`src/rtl/lpif_pkg.sv`:
```
// Shared types for the LPIF transmit path: PHY link-state encodings and arbiter FSM states.
// No logic; imported by the arbiter and its output stage.
// Lane count default lives here so sub-blocks agree with the top.
package lpif_pkg;

    localparam int LPIF_LANES = 8;

    typedef enum logic [3:0] {
        LS_RESET   = 4'h0,
        LS_ACTIVE  = 4'h1,
        LS_RETRAIN = 4'h3,
        LS_L1      = 4'h4,
        LS_L2      = 4'h5,
        LS_DISABLE = 4'hC,
        LS_LINKERR = 4'hE
    } lpif_state_e;

    typedef enum logic [2:0] {
        IDLE,
        TLP,
        DLLP,
        STALL,
        FLUSH
    } arb_state_e;

endpackage

```
`src/rtl/lpif_tx_hold_reg.sv`:
```
// Single-register LPIF output stage holding data, byte valids and packet markers.
// Latency: load -> irdy on the next cycle.
// Backpressure: contents frozen while irdy && !trdy; reloads when empty or draining (no bubbles).
module lpif_tx_hold_reg
    import lpif_pkg::*;
#(
    parameter int LANES = LPIF_LANES
) (
    input  logic                  clk,
    input  logic                  reset,
    input  logic                  load,
    input  logic [LANES-1:0][7:0] ld_data,
    input  logic [LANES-1:0]      ld_valid,
    input  logic [LANES-1:0]      ld_tlp_start,
    input  logic [LANES-1:0]      ld_tlp_end,
    input  logic [LANES-1:0]      ld_dllp_start,
    input  logic [LANES-1:0]      ld_dllp_end,
    input  logic                  trdy,
    output logic                  can_load,
    output logic [LANES-1:0][7:0] data,
    output logic [LANES-1:0]      valid,
    output logic                  irdy,
    output logic [LANES-1:0]      tlp_start,
    output logic [LANES-1:0]      tlp_end,
    output logic [LANES-1:0]      dllp_start,
    output logic [LANES-1:0]      dllp_end
);

    assign can_load = !irdy || trdy;

    always_ff @(posedge clk) begin
        if (reset) begin
            irdy       <= 1'b0;
            data       <= '0;
            valid      <= '0;
            tlp_start  <= '0;
            tlp_end    <= '0;
            dllp_start <= '0;
            dllp_end   <= '0;
        end else if (can_load) begin
            // An emptied stage shows all-zero lanes rather than a stale beat.
            irdy       <= load;
            data       <= load ? ld_data       : '0;
            valid      <= load ? ld_valid      : '0;
            tlp_start  <= load ? ld_tlp_start  : '0;
            tlp_end    <= load ? ld_tlp_end    : '0;
            dllp_start <= load ? ld_dllp_start : '0;
            dllp_end   <= load ? ld_dllp_end   : '0;
        end
    end

endmodule

```
`src/rtl/lpif_tx_arbiter.sv`:
```
// Packet-granular arbiter sharing the LPIF tx datapath between a TLP and a DLLP source.
// Latency: source accept -> irdy one cycle later through a single output register.
// Backpressure: source ready only when granted, stage free (!irdy || trdy) and link ACTIVE.
module lpif_tx_arbiter
    import lpif_pkg::*;
#(
    parameter int          LANES      = LPIF_LANES,
    parameter int          STARVE_MAX = 4,
    parameter logic [3:0]  ST_ACTIVE  = LS_ACTIVE
) (
    input  logic                  clk,
    input  logic                  reset,
    input  logic                  tlp_valid,
    output logic                  tlp_ready,
    input  logic [LANES-1:0][7:0] tlp_data,
    input  logic [LANES-1:0]      tlp_bvalid,
    input  logic                  tlp_sop,
    input  logic                  tlp_eop,
    input  logic                  dllp_valid,
    output logic                  dllp_ready,
    input  logic [LANES-1:0][7:0] dllp_data,
    input  logic [LANES-1:0]      dllp_bvalid,
    input  logic                  dllp_sop,
    input  logic                  dllp_eop,
    output logic [LANES-1:0][7:0] data,
    output logic [LANES-1:0]      valid,
    output logic                  irdy,
    input  logic                  trdy,
    output logic [LANES-1:0]      tlp_start,
    output logic [LANES-1:0]      tlp_end,
    output logic [LANES-1:0]      dllp_start,
    output logic [LANES-1:0]      dllp_end,
    input  logic [3:0]            state_sts,
    input  logic                  stall_req,
    output logic                  stall_ack,
    output logic [7:0]            abort_cnt
);

    localparam logic [3:0] STARVE_LIM = 4'(STARVE_MAX);

    function automatic logic [LANES-1:0] lsb_hot(input logic [LANES-1:0] v);
        return v & (~v + LANES'(1));
    endfunction

    function automatic logic [LANES-1:0] msb_hot(input logic [LANES-1:0] v);
        logic [LANES-1:0] r;
        r = '0;
        for (int i = 0; i < LANES; i++) begin
            if (v[i]) r = LANES'(1) << i;
        end
        return r;
    endfunction

    arb_state_e  st, st_n;
    logic [3:0]  starve, starve_n;
    logic        flush_tlp, flush_tlp_n;
    logic        tlp_rdy, dllp_rdy;
    logic        tlp_fwd, dllp_fwd;
    logic        abort_inc;
    logic        can_load;
    logic        link_up;
    logic        force_tlp;
    logic        tlp_send, dllp_send, load;
    logic        stall_ack_n;

    assign link_up   = (state_sts == ST_ACTIVE);
    assign force_tlp = tlp_valid && tlp_sop && (starve == STARVE_LIM);

    always_comb begin
        st_n        = st;
        starve_n    = starve;
        flush_tlp_n = flush_tlp;
        tlp_rdy     = 1'b0;
        dllp_rdy    = 1'b0;
        tlp_fwd     = 1'b0;
        dllp_fwd    = 1'b0;
        abort_inc   = 1'b0;
        case (st)
            IDLE: begin
                if (stall_req) begin
                    st_n = STALL;
                end else if (link_up) begin
                    if (dllp_valid && dllp_sop && !force_tlp) begin
                        dllp_fwd = 1'b1;
                        dllp_rdy = can_load;
                        if (can_load) begin
                            if (!dllp_eop) st_n = DLLP;
                            if (tlp_valid && starve != STARVE_LIM) starve_n = starve + 4'd1;
                        end
                    end else if (tlp_valid && tlp_sop) begin
                        tlp_fwd = 1'b1;
                        tlp_rdy = can_load;
                        if (can_load) begin
                            if (!tlp_eop) st_n = TLP;
                            starve_n = '0;
                        end
                    end else begin
                        // Mid-packet beats with no owner are protocol errors; sink them.
                        tlp_rdy  = tlp_valid;
                        dllp_rdy = !tlp_valid && dllp_valid;
                    end
                end
            end
            TLP: begin
                if (!link_up) begin
                    st_n        = FLUSH;
                    flush_tlp_n = 1'b1;
                end else begin
                    tlp_fwd = 1'b1;
                    tlp_rdy = can_load;
                    if (tlp_valid && can_load && tlp_eop) st_n = IDLE;
                end
            end
            DLLP: begin
                if (!link_up) begin
                    st_n        = FLUSH;
                    flush_tlp_n = 1'b0;
                end else begin
                    dllp_fwd = 1'b1;
                    dllp_rdy = can_load;
                    if (dllp_valid && can_load && dllp_eop) st_n = IDLE;
                end
            end
            STALL: begin
                if (!stall_req) st_n = IDLE;
            end
            FLUSH: begin
                if (flush_tlp) begin
                    tlp_rdy = 1'b1;
                    if (tlp_valid && tlp_eop) begin
                        st_n      = IDLE;
                        abort_inc = 1'b1;
                    end
                end else begin
                    dllp_rdy = 1'b1;
                    if (dllp_valid && dllp_eop) begin
                        st_n      = IDLE;
                        abort_inc = 1'b1;
                    end
                end
            end
            default: st_n = IDLE;
        endcase
    end

    assign tlp_send  = tlp_fwd && tlp_valid && tlp_rdy;
    assign dllp_send = dllp_fwd && dllp_valid && dllp_rdy;
    assign load      = tlp_send || dllp_send;

    assign tlp_ready  = tlp_rdy && !reset;
    assign dllp_ready = dllp_rdy && !reset;

    // Ack is raised on the same edge the last beat leaves the stage.
    assign stall_ack_n = stall_req && (st_n == STALL) && can_load && !load;

    always_ff @(posedge clk) begin
        if (reset) begin
            st        <= IDLE;
            starve    <= '0;
            flush_tlp <= 1'b0;
            stall_ack <= 1'b0;
            abort_cnt <= '0;
        end else begin
            st        <= st_n;
            starve    <= starve_n;
            flush_tlp <= flush_tlp_n;
            stall_ack <= stall_ack_n;
            if (abort_inc && abort_cnt != 8'hFF) abort_cnt <= abort_cnt + 8'd1;
        end
    end

    lpif_tx_hold_reg #(.LANES(LANES)) u_hold (
        .clk           (clk),
        .reset         (reset),
        .load          (load),
        .ld_data       (tlp_send ? tlp_data : dllp_data),
        .ld_valid      (tlp_send ? tlp_bvalid : dllp_bvalid),
        .ld_tlp_start  ((tlp_send && tlp_sop)   ? lsb_hot(tlp_bvalid)  : '0),
        .ld_tlp_end    ((tlp_send && tlp_eop)   ? msb_hot(tlp_bvalid)  : '0),
        .ld_dllp_start ((dllp_send && dllp_sop) ? lsb_hot(dllp_bvalid) : '0),
        .ld_dllp_end   ((dllp_send && dllp_eop) ? msb_hot(dllp_bvalid) : '0),
        .trdy          (trdy),
        .can_load      (can_load),
        .data          (data),
        .valid         (valid),
        .irdy          (irdy),
        .tlp_start     (tlp_start),
        .tlp_end       (tlp_end),
        .dllp_start    (dllp_start),
        .dllp_end      (dllp_end)
    );

    a_one_ready: assert property (@(posedge clk) disable iff (reset) !(tlp_ready && dllp_ready));
    a_sop_in_idle: assert property (@(posedge clk) disable iff (reset)
        !(st == IDLE && link_up && !stall_req &&
          ((tlp_valid && !tlp_sop) || (dllp_valid && !dllp_sop))));

endmodule

```
`config.mk`:
```
export PLATFORM = sky130hd
export DESIGN_NAME = lpif_tx_arbiter
export DESIGN_NICKNAME = d
export VERILOG_FILES = /design/src/rtl/lpif_pkg.sv /design/src/rtl/lpif_tx_hold_reg.sv /design/src/rtl/lpif_tx_arbiter.sv
export SDC_FILE = /design/constraint.sdc
export NUM_CORES = 1
export LEC_CHECK = 0
export ABC_AREA = 1
export CORE_ASPECT_RATIO = 1.5
export CORE_MARGIN = 1.5
export CORE_UTILIZATION = 35
export CTS_BUF_LIST = sky130_fd_sc_hd__clkbuf_4 sky130_fd_sc_hd__clkbuf_8 sky130_fd_sc_hd__clkbuf_16
export DETAILED_ROUTE_END_ITERATION = 8
export PLACE_DENSITY = 0.74
export SYNTH_ARGS = -nofsm -noshare
export SYNTH_HDL_FRONTEND = slang
export SYNTH_HIERARCHICAL = 1
export SYNTH_SLANG_ARGS = --single-unit
```
`constraint.sdc`:
```
create_clock -name clk -period 6.27 [get_ports clk]
set_clock_uncertainty 0.1 [all_clocks]
set_input_delay 1.881 -clock clk [delete_from_list [all_inputs] [get_ports clk]]
set_output_delay 1.881 -clock clk [all_outputs]
set_load 0.1 [all_outputs]
```
==> results of run 1 <==
metal layers:
metal,global-route usage,vias to the layer above,share of wire
met4,0.1049,2,0.034
li1,-,4321,-
met3,0.04294,60,0.066
met2,0.4209,300,0.51
met5,0,-,0.00053
met1,0.2458,3750,0.39
power by group through the flow:
| stage | sequential [W] | clock (W) | combinational [W] |
|---|---|---|---|
| finish | 0.000805 | 0.00102 | 0.000356 |
| global placement | 0.000822 | 0 | 0.000353 |
| CTS | 0.000804 | 0.00105 | 0.000354 |
| detailed placement | 0.000821 | 0 | 0.000353 |
| global route | 0.000806 | 0.00108 | 0.000391 |
| floorplan | 0.000838 | 0 | 0.000171 |
per-stage QoR:
| stage | setup slack [ns] | hold slack (ns) | cell area [µm²] |
|---|---|---|---|
| CTS | 0.7135 | 0.3833 | 10600 |
| global route | 0.5242 | 0.3899 | 10600 |
| global placement | 0.7605 | 0.3615 | 9988 |
| floorplan | 0.1864 | 0.3655 | 7234 |
| finish | 0.7059 | 0.3786 | 10600 |
| detailed placement | 0.7387 | 0.3702 | 9988 |
cell type report:
class | count | area, µm²
Tap cell | 264 | 330.3
Clock inverter | 13 | 167.7
Timing Repair Buffer | 282 | 2815
Fill cell | 2125 | 9737
Inverter | 71 | 267.8
Sequential cell | 122 | 2442
Multi-Input combinational cell | 976 | 4133
Clock buffer | 19 | 446.7
state kept, by name (all words and copies together) (netlist names):
signal / count
u_hold/valid: 8
u_hold/dllp_start: 8
u_hold/tlp_start: 8
flush_tlp: 1
u_hold/data: 64
starve: 4
st: 3
stall_ack: 1
u_hold/tlp_end: 8
u_hold/dllp_end: 8
u_hold/irdy: 1
abort_cnt: 8
cell usage after synthesis:
library cell	n	area share
sky130_fd_sc_hd__a21oi_1	23	0.016
sky130_fd_sc_hd__buf_1	9	0.0047
sky130_fd_sc_hd__buf_2	35	0.024
sky130_fd_sc_hd__buf_4	14	0.015
sky130_fd_sc_hd__buf_6	4	0.0062
sky130_fd_sc_hd__clkbuf_1	18	0.0093
sky130_fd_sc_hd__dfxtp_1	122	0.34
sky130_fd_sc_hd__ha_1	3	0.0052
sky130_fd_sc_hd__inv_1	68	0.035
sky130_fd_sc_hd__inv_2	3	0.0016
sky130_fd_sc_hd__nand2_1	511	0.27
sky130_fd_sc_hd__nand2_2	2	0.0017
sky130_fd_sc_hd__nand2_4	2	0.0031
sky130_fd_sc_hd__nand3_1	37	0.026
sky130_fd_sc_hd__nand3_2	4	0.0055
sky130_fd_sc_hd__nand4_1	82	0.071
sky130_fd_sc_hd__nor2_1	286	0.15
sky130_fd_sc_hd__nor2_2	1	0.00087
sky130_fd_sc_hd__nor2_4	2	0.0031
sky130_fd_sc_hd__nor3_1	6	0.0042
sky130_fd_sc_hd__nor4_1	2	0.0017
sky130_fd_sc_hd__o21ai_0	6	0.0042
sky130_fd_sc_hd__o21bai_1	1	0.0010
sky130_fd_sc_hd__o21bai_2	1	0.0016
sky130_fd_sc_hd__o31a_1	1	0.0012
sky130_fd_sc_hd__xnor2_1	2	0.0024
sky130_fd_sc_hd__xor2_1	4	0.0048
cells by family after synthesis:
family                   Yosys count
AND/OR/NAND/NOR                  935
buffers and inverters            151
flip-flops                       122
AO/OA/AOI/OAI                     32
XOR/XNOR                           6
adder cells (fa/ha/maj)            3
worst min-delay path, stage by stage, from the launching register on:
cell and delay, ns:
sky130_fd_sc_hd__dfxtp_1 0.32, sky130_fd_sc_hd__nor2_1 0.05, sky130_fd_sc_hd__nor2_1 0.08
worst max-delay path by stage:
stage	from	endpoint	cells after the start
floorplan	trdy	dllp_ready	8
global placement	state_sts[1]	dllp_ready	9
detailed placement	tlp_sop	dllp_ready	10
CTS	state_sts[1]	dllp_ready	9
global route	tlp_sop	dllp_ready	10
finish	tlp_sop	dllp_ready	10
==> results_tabular.tex, run 1 <==
\begin{tabular}{lr}
\hline
Metric & Value \\
\hline
\multicolumn{2}{l}{\textbf{Final layout}} \\
\quad Nets@finish & 1631 \\
\quad Number of standard cells in the layout, taps in and fillers out & roughly 1.7k \\
\quad Leading cell type in the layout, fill and taps excluded & sky130\_fd\_sc\_hd\_\_nand2\_1 \\
\quad Number of antenna cells inserted & 0 \\
\quad Finished Core Util & 0.5213 \\
\quad Area Growth Syn to Fin & 46.56\% \\
\quad Fraction of layout cells with a size suffix above 1 & 0.04113 \\
\quad Most frequent cells in the layout & sky130\_fd\_sc\_hd\_\_nand2\_1 (509), sky130\_fd\_sc\_hd\_\_nor2\_1 (286), sky130\_fd\_sc\_hd\_\_clkdlybuf4s50\_1 (270), sky130\_fd\_sc\_hd\_\_dfxtp\_1 (122), sky130\_fd\_sc\_hd\_\_nand4\_1 (82) \\
\multicolumn{2}{l}{\textbf{Power and ir drop}} \\
\quad LEAKAGE & $\sim$5.2 nW \\
\quad Internal Pwr Total & around 0.0016 W \\
\quad Net switching fraction of the power & 0.2750 \\
\quad Part of the total power dissipated in sequential elements & 0.369 \\
\quad Peak ir drop on the vdd network & 0.1820 mV \\
\quad Total Power Consumption & roughly 0.0022 W \\
\quad Portion of total power attributed to combinational logic & 0.163 \\
\quad Net switching power figure & about 0.00060 W \\
\quad Clock network fraction of total power & 0.467 \\
\quad Areal power density over the cells & about 200 nW/µm² \\
\multicolumn{2}{l}{\textbf{Timing}} \\
\quad Count of final setup violators & 0 \\
\quad Period Utilization, post-route & 0.8874 \\
\quad Slew @ Worst Pin & between 1 and 1.5 ns \\
\quad Unrepaired setup endpoints after global routing & no \\
\quad Slew Limit Fails & 0 \\
\quad Total Neg Setup Slack & 0 ns \\
\quad Peak clock frequency supported by timing & approximately 180 MHz \\
\quad Final Critical Period & between 5 and 6 ns \\
\quad Headroom to the max-slew limit & 0.2196 \\
\quad Total count of hold-check failures in the final report & 0 \\
\multicolumn{2}{l}{\textbf{Min path}} \\
\quad Worst Hold Class & reg2reg \\
\quad Hold endpoint & u\_hold/data[61] \\
\quad Worst hold path stage count & 2 \\
\quad Start point of the worst min-delay path & u\_hold/data[61] \\
\multicolumn{2}{l}{\textbf{Clock network}} \\
\quad TritonCTS clock tree & done \\
\quad Source-to-sink clock delay at the later pin of the worst-skew pair & between 0.4 and 0.5 ns \\
\quad H-Tree Level Count & 4 \\
\quad CTS Buf Count & 17 \\
\quad Clock root buffer master & sky130\_fd\_sc\_hd\_\_clkbuf\_16 \\
\quad Setup bufs post-CTS & 0 \\
\quad Clock transition at path regs & about 0.050 ns \\
\quad Longest Clk Path Bufs & 2 \\
\quad Number of cells upsized or downsized after cts & 0 \\
\quad CTS Sinks & $\sim$120 \\
\quad Hold Buf Count CTS & 0 \\
\multicolumn{2}{l}{\textbf{Run status}} \\
\quad Result of the run & finished, final reports clean \\
\multicolumn{2}{l}{\textbf{Drt}} \\
\quad Routed wire length & 24430 µm \\
\quad Routed length per instance & 13.98 µm \\
\quad Vias per cell & roughly 4.8 \\
\quad Antenna violation net count after detailed routing & 0 \\
\quad Residual DRC count & 0 \\
\quad Detailed-route via count & around 8.4k \\
\quad Drt first-iter violations & 571 \\
\quad Number of iterations in the first detailed-routing pass & 5 \\
\multicolumn{2}{l}{\textbf{Worst setup path}} \\
\quad Data arrival time of the critical path & 3.58 ns \\
\quad Path depth of the worst reg2reg path & 13 \\
\quad Startpoint-to-endpoint class of the critical path & in2out \\
\quad Capture point of the worst reg-to-reg path & u\_hold/valid[6] \\
\quad Maximum fanout count along the critical path & 8 \\
\quad Setup slack on the worst flop-to-flop path & between 2 and 3 ns \\
\quad Nature of the critical path endpoint & output pin \\
\quad Slowest CP cell & sky130\_fd\_sc\_hd\_\_clkdlybuf4s50\_1 \\
\quad Maximum cell stage delay along the critical path & 0.53 ns \\
\quad Kind of start point of the critical path & input port \\
\quad Worst-path cell chain & clkdlybuf4s50\_1, nand2\_2, inv\_2, nand2\_1, nand2\_4, nand2\_1, nand2\_1, nand2\_1, a21oi\_1, buf\_12 \\
\quad Cell type with the highest occurrence count on the critical path & sky130\_fd\_sc\_hd\_\_nand2\_1 \\
\quad Delay-heaviest family, CP & buffers and inverters \\
\quad Startpoint of the most critical register-to-register path & u\_hold/irdy \\
\quad Critical Path RT & approximately 4.3 ns \\
\quad Buffers plus inverters on the worst setup path & 3 \\
\multicolumn{2}{l}{\textbf{Logic synthesis}} \\
\quad Adder-cell share of the synthesized area & 0.005189 \\
\quad Avg Inst Size Synth & between 5 and 6 µm² \\
\quad Synthesized instance count & roughly 1.2k \\
\quad Synthesized-area fraction occupied by and/or/nand/nor cells & 0.5303 \\
\quad Mux contribution to synthesized area & 0 \\
\quad Distinct cell type count of the synthesized netlist & 27 \\
\quad Main combinational cell family by area after synthesis & simple AND/OR/NAND/NOR gates \\
\quad Area of the mapped netlist & 7234 µm² \\
\quad Yosys warns & 6 \\
\quad Register area share after synthesis & 0.3376 \\
\quad Post-synthesis xor/xnor area fraction & 0.007264 \\
\quad Synthesized Nets & about 1.4k \\
\quad Compound-Gate Fraction of Synth Area & 0.02387 \\
\quad Post-synthesis sequential element count & between 100 and 150 \\
\multicolumn{2}{l}{\textbf{Floorplan}} \\
\quad Area of the placeable core & slightly above 20000 µm² \\
\quad Number of ports placed on the die boundary & $\sim$270 \\
\quad Die area & $\sim$22000 µm² \\
\quad Starting density of the core & 0.3557 \\
\quad Die span in y & 179.1 µm \\
\quad Core Rows & 64 \\
\quad Chip Width & about 120 µm \\
\multicolumn{2}{l}{\textbf{GRT}} \\
\quad Via count of the first global-routing pass & 8047 \\
\quad Global-route wire length before repair & 39010 µm \\
\quad Initial antenna violation count & 1 \\
\quad GR Overflow Total & 0 \\
\quad Largest net degree at the start of global routing & 110 \\
\quad Overall global routing resource usage & 0.2265 \\
\multicolumn{2}{l}{\textbf{Place}} \\
\quad Placer's final routability congestion estimate & 0.8815 \\
\quad Post-Place Cells & 1715 \\
\quad Post-DP HPWL & about 17000 µm \\
\quad Port bufs & 273 \\
\multicolumn{2}{l}{\textbf{Run}} \\
\quad Maxcap violations & 0 \\
\hline
\end{tabular}
Power figures use the tool's default switching activity.
==> run 2, diff against run 1 <==
--- a/config.mk
+++ b/config.mk
@@ -5,13 +5,14 @@
 export SDC_FILE = /design/constraint.sdc
 export NUM_CORES = 1
 export LEC_CHECK = 0
-export ABC_AREA = 1
+export ABC_AREA = 0
+export CAP_MARGIN = 10
 export CORE_ASPECT_RATIO = 1.5
 export CORE_MARGIN = 1.5
 export CORE_UTILIZATION = 35
 export CTS_BUF_LIST = sky130_fd_sc_hd__clkbuf_4 sky130_fd_sc_hd__clkbuf_8 sky130_fd_sc_hd__clkbuf_16
 export DETAILED_ROUTE_END_ITERATION = 8
-export PLACE_DENSITY = 0.74
+export PLACE_DENSITY = 0.75
 export SYNTH_ARGS = -nofsm -noshare
 export SYNTH_HDL_FRONTEND = slang
 export SYNTH_HIERARCHICAL = 1
==> run 2 against run 1 <==
Net effect:
- via count shrank 24%
- final cell count shrank 28%
- synthesized area shrank 7.7%
- synthesized cell count shrank 39%
- final area shrank 5.5%
- critical path type unchanged
- largest cell class unchanged
==> results_tabular.tex, run 2 <==
\begin{tabular}{lr}
\hline
Metric & Value \\
\hline
\multicolumn{2}{l}{\textbf{Power and ir drop}} \\
\quad Areal power density over the cells & 198.5 nW/µm² \\
\quad LEAKAGE & roughly 3.6 nW \\
\quad Peak ir drop on the vdd network & approximately 0.14 mV \\
\multicolumn{2}{l}{\textbf{Floorplan}} \\
\quad Area of the placeable core & between 15000 and 20000 µm² \\
\quad Starting density of the core & 0.3587 \\
\quad Die area & approximately 20000 µm² \\
\quad Chip Width & 115.8 µm \\
\quad Core Rows & roughly 60 \\
\quad Die span in y & approximately 170 µm \\
\quad Number of ports placed on the die boundary & about 270 \\
\multicolumn{2}{l}{\textbf{Timing}} \\
\quad Unrepaired setup endpoints after global routing & no \\
\quad Peak clock frequency supported by timing & $\sim$180 MHz \\
\quad Count of final setup violators & 0 \\
\quad Total Neg Setup Slack & 0 ns \\
\quad Slew @ Worst Pin & 1.088 ns \\
\quad Headroom to the max-slew limit & 0.2727 \\
\quad Period Utilization, post-route & 0.9106 \\
\quad Total count of hold-check failures in the final report & 0 \\
\quad Slew Limit Fails & 0 \\
\quad Final Critical Period & 5.710 ns \\
\multicolumn{2}{l}{\textbf{Place}} \\
\quad Placer's final routability congestion estimate & between 1 and 1.5 \\
\quad Post-Place Cells & 1231 \\
\quad Post-DP HPWL & approximately 15000 µm \\
\quad Port bufs & between 200 and 300 \\
\multicolumn{2}{l}{\textbf{Logic synthesis}} \\
\quad Largest area contributor in the netlist & sky130\_fd\_sc\_hd\_\_dfxtp\_1 \\
\quad Area of the mapped netlist & 6680 µm² \\
\quad Synthesized Nets & just over 900 \\
\quad Yosys warns & 6 \\
\quad Post-synthesis sequential element count & between 100 and 150 \\
\quad Fraction of synthesis flops using an asynchronous set or reset pin & 0 \\
\quad Top flip-flop cell by instance count after synthesis & sky130\_fd\_sc\_hd\_\_dfxtp\_1 \\
\quad Distinct cell type count of the synthesized netlist & 63 \\
\quad Share of the synthesized area in the top cell type & 0.3656 \\
\quad Number of enable flip-flop cells after synthesis & 0 \\
\quad Most frequent cells after synthesis & sky130\_fd\_sc\_hd\_\_nand2\_1 (127), sky130\_fd\_sc\_hd\_\_dfxtp\_1 (122), sky130\_fd\_sc\_hd\_\_a21oi\_1 (104) \\
\quad Avg Inst Size Synth & around 8.8 µm² \\
\quad Dominant cell by count in the synthesized netlist & sky130\_fd\_sc\_hd\_\_nand2\_1 \\
\quad Register area share after synthesis & 0.3656 \\
\quad Top area cells in the synthesized netlist & sky130\_fd\_sc\_hd\_\_dfxtp\_1 (37\%), sky130\_fd\_sc\_hd\_\_mux2\_4 (14\%), sky130\_fd\_sc\_hd\_\_a21oi\_1 (7.8\%), sky130\_fd\_sc\_hd\_\_nand3\_1 (7.6\%), sky130\_fd\_sc\_hd\_\_nand2\_1 (7.1\%) \\
\quad Synthesized instance count & 761 \\
\multicolumn{2}{l}{\textbf{Min path}} \\
\quad Start point of the worst min-delay path & u\_hold/data[52] \\
\quad Worst hold path stage count & 2 \\
\quad Hold endpoint & u\_hold/data[52] \\
\quad Worst Hold Class & reg2reg \\
\multicolumn{2}{l}{\textbf{Worst setup path}} \\
\quad Startpoint-to-endpoint class of the critical path & in2out \\
\quad Kind of start point of the critical path & input port \\
\quad Setup slack on the worst flop-to-flop path & approximately 3.0 ns \\
\quad Path depth of the worst reg2reg path & 8 \\
\quad Critical Path RT & between 4 and 5 ns \\
\quad Nature of the critical path endpoint & output pin \\
\quad Startpoint of the most critical register-to-register path & st[0] \\
\quad Maximum fanout count along the critical path & 7 \\
\quad Data arrival time of the critical path & about 3.7 ns \\
\quad Capture point of the worst reg-to-reg path & u\_hold/tlp\_start[7] \\
\multicolumn{2}{l}{\textbf{GRT}} \\
\quad Global-route wire length before repair & 31420 µm \\
\quad Overall global routing resource usage & 0.2038 \\
\quad Largest net degree at the start of global routing & 76 \\
\quad Via count of the first global-routing pass & just over 6k \\
\quad GR Overflow Total & 0 \\
\quad Initial antenna violation count & 0 \\
\multicolumn{2}{l}{\textbf{Final layout}} \\
\quad Most frequent cells in the layout & sky130\_fd\_sc\_hd\_\_clkdlybuf4s50\_1 (270), sky130\_fd\_sc\_hd\_\_nand2\_1 (127), sky130\_fd\_sc\_hd\_\_dfxtp\_1 (122), sky130\_fd\_sc\_hd\_\_a21oi\_1 (104), sky130\_fd\_sc\_hd\_\_nand3\_1 (102) \\
\quad Number of filler instances in the final layout & approximately 1.7k \\
\quad Reg with most FFs & u\_hold/data \\
\quad Number of antenna cells inserted & 0 \\
\quad Area Growth Syn to Fin & 50.05\% \\
\quad Leading cell type in the layout, fill and taps excluded & sky130\_fd\_sc\_hd\_\_clkdlybuf4s50\_1 \\
\quad Max FFs per register & 64 \\
\quad Sequential cell area in the final layout & approximately 2400 µm² \\
\quad Number of standard cells in the layout, taps in and fillers out & 1261 \\
\quad Finished Core Util & 0.5382 \\
\quad Area of combinational cells with multiple inputs & 3809 µm² \\
\quad Nets@finish & about 1.2k \\
\quad Fraction of layout cells with a size suffix above 1 & 0.1526 \\
\multicolumn{2}{l}{\textbf{Drt}} \\
\quad Number of iterations in the first detailed-routing pass & 5 \\
\quad Residual DRC count & 0 \\
\quad Detailed-route via count & $\sim$6.4k \\
\quad Antenna violation net count after detailed routing & 0 \\
\quad Routed length per instance & around 17 µm \\
\quad Routed wire length & $\sim$21000 µm \\
\quad Drt first-iter violations & roughly 440 \\
\quad Vias per cell & around 5.1 \\
\multicolumn{2}{l}{\textbf{Clock network}} \\
\quad Source-to-sink clock delay at the later pin of the worst-skew pair & about 0.4 ns \\
\quad H-Tree Level Count & 4 \\
\quad Setup bufs post-CTS & 0 \\
\quad CTS Sinks & 122 \\
\quad Longest Clk Path Bufs & 2 \\
\quad Clock root buffer master & sky130\_fd\_sc\_hd\_\_clkbuf\_16 \\
\quad Hold Buf Count CTS & 0 \\
\quad Clock transition at path regs & about 0.050 ns \\
\quad CTS Buf Count & 17 \\
\quad TritonCTS clock tree & done \\
\quad Number of cells upsized or downsized after cts & 0 \\
\multicolumn{2}{l}{\textbf{Run status}} \\
\quad Result of the run & finished, final reports clean \\
\multicolumn{2}{l}{\textbf{Run}} \\
\quad Maxcap violations & 0 \\
\hline
\end{tabular}
## run 2: routing by layer
layer	wire length [µm]	share of wire	global-route usage	vias to the layer above
li1	-	-	-	3178
met1	8154	0.38	0.2108	3005
met2	11530	0.54	0.3890	225
met5	0	0	0	-
met3	1378	0.064	0.05328	29
met4	433	0.020	0.07105	0
## run 2: report_power, final
| part | switching, W | internal [W] |
|---|---|---|
| Sequential | 0.0000158 | 0.000781 |
| Clock | 0.000339 | 0.000617 |
| Combinational | 0.0000943 | 0.000142 |
| Total | 0.000449 | 0.00154 |
## run 2: layout make-up
| class | count | area share |
|---|---|---|
| Inverter | 10 | 0.004244 |
| Multi-Input combinational cell | 564 | 0.3800 |
| Tap cell | 252 | 0.03146 |
| Clock buffer | 22 | 0.04806 |
| Clock inverter | 8 | 0.009487 |
| Sequential cell | 122 | 0.2437 |
| Timing Repair Buffer | 283 | 0.2831 |
## run 2: kinds of logic (layout without fill, tap and decap cells)
kind of cell,count (synthesis),count (layout),share of synthesized area
AO/OA/AOI/OAI,147,147,0.1319
XOR/XNOR,4,4,0.005244
buffers and inverters,75,323,0.06705
AND/OR/NAND/NOR,337,337,0.2677
flip-flops,122,122,0.3656
multiplexers,73,73,0.1570
adder cells (fa/ha/maj),3,3,0.005620
## run 2: metrics by stage
step	hold WS, ns	cell area [µm²]	worst slack, ns	total power, W
2_1_floorplan	0.3669	6683	0.004584	0.0009144
3_3_place_gp	0.3372	9447	0.5886	0.001046
3_5_place_dp	0.3421	9447	0.6143	0.001048
4_1_cts	0.3496	10020	0.5935	0.002011
5_1_grt	0.3636	10020	0.3675	0.002058
6_report	0.3470	10020	0.5603	0.001989
## run 2: critical path, cell delays in order
cell	delay [ns]
sky130_fd_sc_hd__clkdlybuf4s50_1	0.52
sky130_fd_sc_hd__nor4_1	0.47
sky130_fd_sc_hd__and3_1	0.28
sky130_fd_sc_hd__nand3_1	0.09
sky130_fd_sc_hd__a21oi_1	0.26
sky130_fd_sc_hd__buf_12	0.21
## run 2: worst max path at each step
stage	slack, ns	start	to	depth (start not counted)
2_1_floorplan	0.005	trdy	tlp_ready	9
3_3_place_gp	0.59	stall_req	tlp_ready	6
3_5_place_dp	0.61	stall_req	tlp_ready	6
4_1_cts	0.59	stall_req	tlp_ready	6
5_1_grt	0.37	stall_req	tlp_ready	6
6_report	0.56	stall_req	tlp_ready	6
==> run 3, diff against run 2 <==
--- a/config.mk
+++ b/config.mk
@@ -10,7 +10,6 @@
 export CORE_ASPECT_RATIO = 1.5
 export CORE_MARGIN = 1.5
 export CORE_UTILIZATION = 35
-export CTS_BUF_LIST = sky130_fd_sc_hd__clkbuf_4 sky130_fd_sc_hd__clkbuf_8 sky130_fd_sc_hd__clkbuf_16
 export DETAILED_ROUTE_END_ITERATION = 8
 export PLACE_DENSITY = 0.75
 export SYNTH_ARGS = -nofsm -noshare
==> run 3 against run 2 <==
Net effect:
- power fell by 0.39%
- via count is 0.78% higher
- worst setup slack worse by 0.0014 ns
- sequential share of layout area is essentially flat
- hold slack about the same
- fmax is essentially flat
- critical path depth unchanged
- critical path type unchanged
- wire length grew 0.47%
- first-iteration DRC count decreased by 8.9%
- utilization hardly changed
- die area unchanged
- highest routed layer unchanged
==> results_tabular.tex, run 3 (synthesis results as in run 2) <==
\begin{tabular}{lr}
\hline
Metric & Value \\
\hline
\multicolumn{2}{l}{\textbf{Clock network}} \\
\quad Clock transition at path regs & approximately 0.05 ns \\
\quad Clock root buffer master & sky130\_fd\_sc\_hd\_\_clkbuf\_16 \\
\quad Source-to-sink clock delay at the later pin of the worst-skew pair & 0.41 ns \\
\quad Setup bufs post-CTS & 0 \\
\quad CTS Buf Count & 17 \\
\quad Hold Buf Count CTS & 0 \\
\quad TritonCTS clock tree & done \\
\quad CTS Sinks & between 100 and 150 \\
\quad H-Tree Level Count & 4 \\
\quad Number of cells upsized or downsized after cts & 0 \\
\quad Longest Clk Path Bufs & 2 \\
\multicolumn{2}{l}{\textbf{Final layout}} \\
\quad Most frequent cells in the layout & sky130\_fd\_sc\_hd\_\_clkdlybuf4s50\_1 (270), sky130\_fd\_sc\_hd\_\_nand2\_1 (127), sky130\_fd\_sc\_hd\_\_dfxtp\_1 (122), sky130\_fd\_sc\_hd\_\_a21oi\_1 (104), sky130\_fd\_sc\_hd\_\_nand3\_1 (102) \\
\quad Reg with most FFs & u\_hold/data \\
\quad Fraction of layout cells with a size suffix above 1 & 0.1506 \\
\quad Finished layout cell area & about 10000 µm² \\
\quad Number of antenna cells inserted & 0 \\
\quad Area Growth Syn to Fin & 49.94\% \\
\quad Nets@finish & around 1.2k \\
\quad Max FFs per register & 64 \\
\quad Leading cell type in the layout, fill and taps excluded & sky130\_fd\_sc\_hd\_\_clkdlybuf4s50\_1 \\
\multicolumn{2}{l}{\textbf{Timing}} \\
\quad Count of final setup violators & 0 \\
\quad Headroom to the max-slew limit & 0.2666 \\
\quad Final Critical Period & 5.711 ns \\
\quad Unrepaired setup endpoints after global routing & no \\
\quad Period Utilization, post-route & 0.9109 \\
\quad Slew Limit Fails & 0 \\
\quad Total count of hold-check failures in the final report & 0 \\
\quad Total Neg Setup Slack & 0 ns \\
\quad Peak clock frequency supported by timing & approximately 180 MHz \\
\quad Smallest hold slack & between 0.3 and 0.4 ns \\
\quad Slew @ Worst Pin & 1.097 ns \\
\multicolumn{2}{l}{\textbf{Worst setup path}} \\
\quad Delay-heaviest family, CP & simple AND/OR/NAND/NOR gates \\
\quad Maximum cell stage delay along the critical path & 0.52 ns \\
\quad Setup slack on the worst flop-to-flop path & between 2 and 3 ns \\
\quad Nature of the critical path endpoint & output pin \\
\quad Capture point of the worst reg-to-reg path & u\_hold/tlp\_end[0] \\
\quad Startpoint of the most critical register-to-register path & st[0] \\
\quad Startpoint-to-endpoint class of the critical path & in2out \\
\quad Slowest CP cell & sky130\_fd\_sc\_hd\_\_clkdlybuf4s50\_1 \\
\quad Worst-path cell chain & clkdlybuf4s50\_1, nor4\_1, and3\_1, nand3\_1, a21oi\_1, buf\_12 \\
\quad Maximum fanout count along the critical path & 7 \\
\quad Critical Path RT & between 4 and 5 ns \\
\quad Data arrival time of the critical path & roughly 3.7 ns \\
\quad Path depth of the worst reg2reg path & 8 \\
\quad Kind of start point of the critical path & input port \\
\quad Buffers plus inverters on the worst setup path & 2 \\
\multicolumn{2}{l}{\textbf{Place}} \\
\quad Placer's final routability congestion estimate & a little over 1 \\
\quad Placement Cell Area & between 9000 and 10000 µm² \\
\quad Post-DP HPWL & 15500 µm \\
\quad Port bufs & roughly 270 \\
\multicolumn{2}{l}{\textbf{Floorplan}} \\
\quad Area of the placeable core & approximately 19000 µm² \\
\quad Die area & 19940 µm² \\
\quad Chip Width & approximately 120 µm \\
\quad Die span in y & between 150 and 200 µm \\
\quad Starting density of the core & 0.3587 \\
\quad Core Rows & approximately 60 \\
\quad Number of ports placed on the die boundary & $\sim$270 \\
\multicolumn{2}{l}{\textbf{Drt}} \\
\quad Drt first-iter violations & 398 \\
\quad Routed wire length & approximately 22000 µm \\
\quad Residual DRC count & 0 \\
\quad Vias per cell & 5.144 \\
\quad Number of iterations in the first detailed-routing pass & 5 \\
\quad Antenna violation net count after detailed routing & 0 \\
\quad Detailed-route via count & 6487 \\
\quad Routed length per instance & 17.12 µm \\
\multicolumn{2}{l}{\textbf{Run status}} \\
\quad Result of the run & finished, final reports clean \\
\multicolumn{2}{l}{\textbf{GRT}} \\
\quad Overall global routing resource usage & 0.2041 \\
\quad Via count of the first global-routing pass & roughly 6k \\
\quad Largest net degree at the start of global routing & 76 \\
\quad GR Overflow Total & 0 \\
\quad Initial antenna violation count & 0 \\
\quad Global-route wire length before repair & 31440 µm \\
\multicolumn{2}{l}{\textbf{Min path}} \\
\quad Worst hold path stage count & 2 \\
\quad Start point of the worst min-delay path & u\_hold/data[52] \\
\quad Worst Hold Class & reg2reg \\
\quad Hold endpoint & u\_hold/data[52] \\
\multicolumn{2}{l}{\textbf{Power and ir drop}} \\
\quad LEAKAGE & roughly 3.6 nW \\
\quad Areal power density over the cells & about 200 nW/µm² \\
\quad Peak ir drop on the vdd network & around 0.17 mV \\
\quad Total Power Consumption & between 0.0015 and 0.002 W \\
\multicolumn{2}{l}{\textbf{Run}} \\
\quad Maxcap violations & 0 \\
\hline
\end{tabular}
## run 3: area by class of cell
cell class              instances  area [µm²]
fillers                      1733        8607
repair buffers                283        2838
well taps                     252       315.3
clock buffers                  22       474.2
inverters                      10       42.54
flip-flops and latches        122        2442
clock inverters                 8       95.09
multi-input cells             564        3809
## run 3: worst max path at each step
stage | end | cells after the start | slack, ns | start
after global routing | tlp_ready | 6 | 0.37 | stall_req
after detailed placement | tlp_ready | 6 | 0.61 | stall_req
after global placement | tlp_ready | 6 | 0.59 | stall_req
after floorplan | tlp_ready | 9 | 0.005 | trdy
after CTS | tlp_ready | 6 | 0.59 | stall_req
final | tlp_ready | 6 | 0.56 | stall_req
## run 3: worst reg2reg max path, cell delays in order (launching register included)
cell and delay (ns):
sky130_fd_sc_hd__dfxtp_1 0.54, sky130_fd_sc_hd__nor4_1 0.63, sky130_fd_sc_hd__nand2_1 0.15, sky130_fd_sc_hd__o31ai_1 0.40, sky130_fd_sc_hd__and4b_1 0.34, sky130_fd_sc_hd__a21o_4 0.43
sky130_fd_sc_hd__buf_12 0.31, sky130_fd_sc_hd__nand3_1 0.16, sky130_fd_sc_hd__a21oi_1 0.17
## run 3: stage by stage
step / util / cells / worst slack [ns]
2_1_floorplan: - / 761 / 0.004584
3_3_place_gp: 0.5073 / 1231 / 0.5886
3_5_place_dp: 0.5073 / 1231 / 0.6143
4_1_cts: 0.5378 / 1261 / 0.5935
5_1_grt: 0.5378 / 1261 / 0.3675
6_report: 0.5378 / 1261 / 0.5589
## run 3: power breakdown
part           switching, W  leakage, nW  total, W  internal (W)
clock              0.000339        0.278  0.000948      0.000609
combinational     0.0000946         2.30  0.000237      0.000142
sequential        0.0000159        0.983  0.000797      0.000781
total              0.000450         3.56   0.00198       0.00153
## run 3: per-layer routing
layer	vias up	global-route usage	wire, µm
met4	0	0.07052	413
met2	249	0.3882	11590
met1	3027	0.2125	8207
li1	3178	-	-
met5	-	0	0
met3	33	0.05328	1380
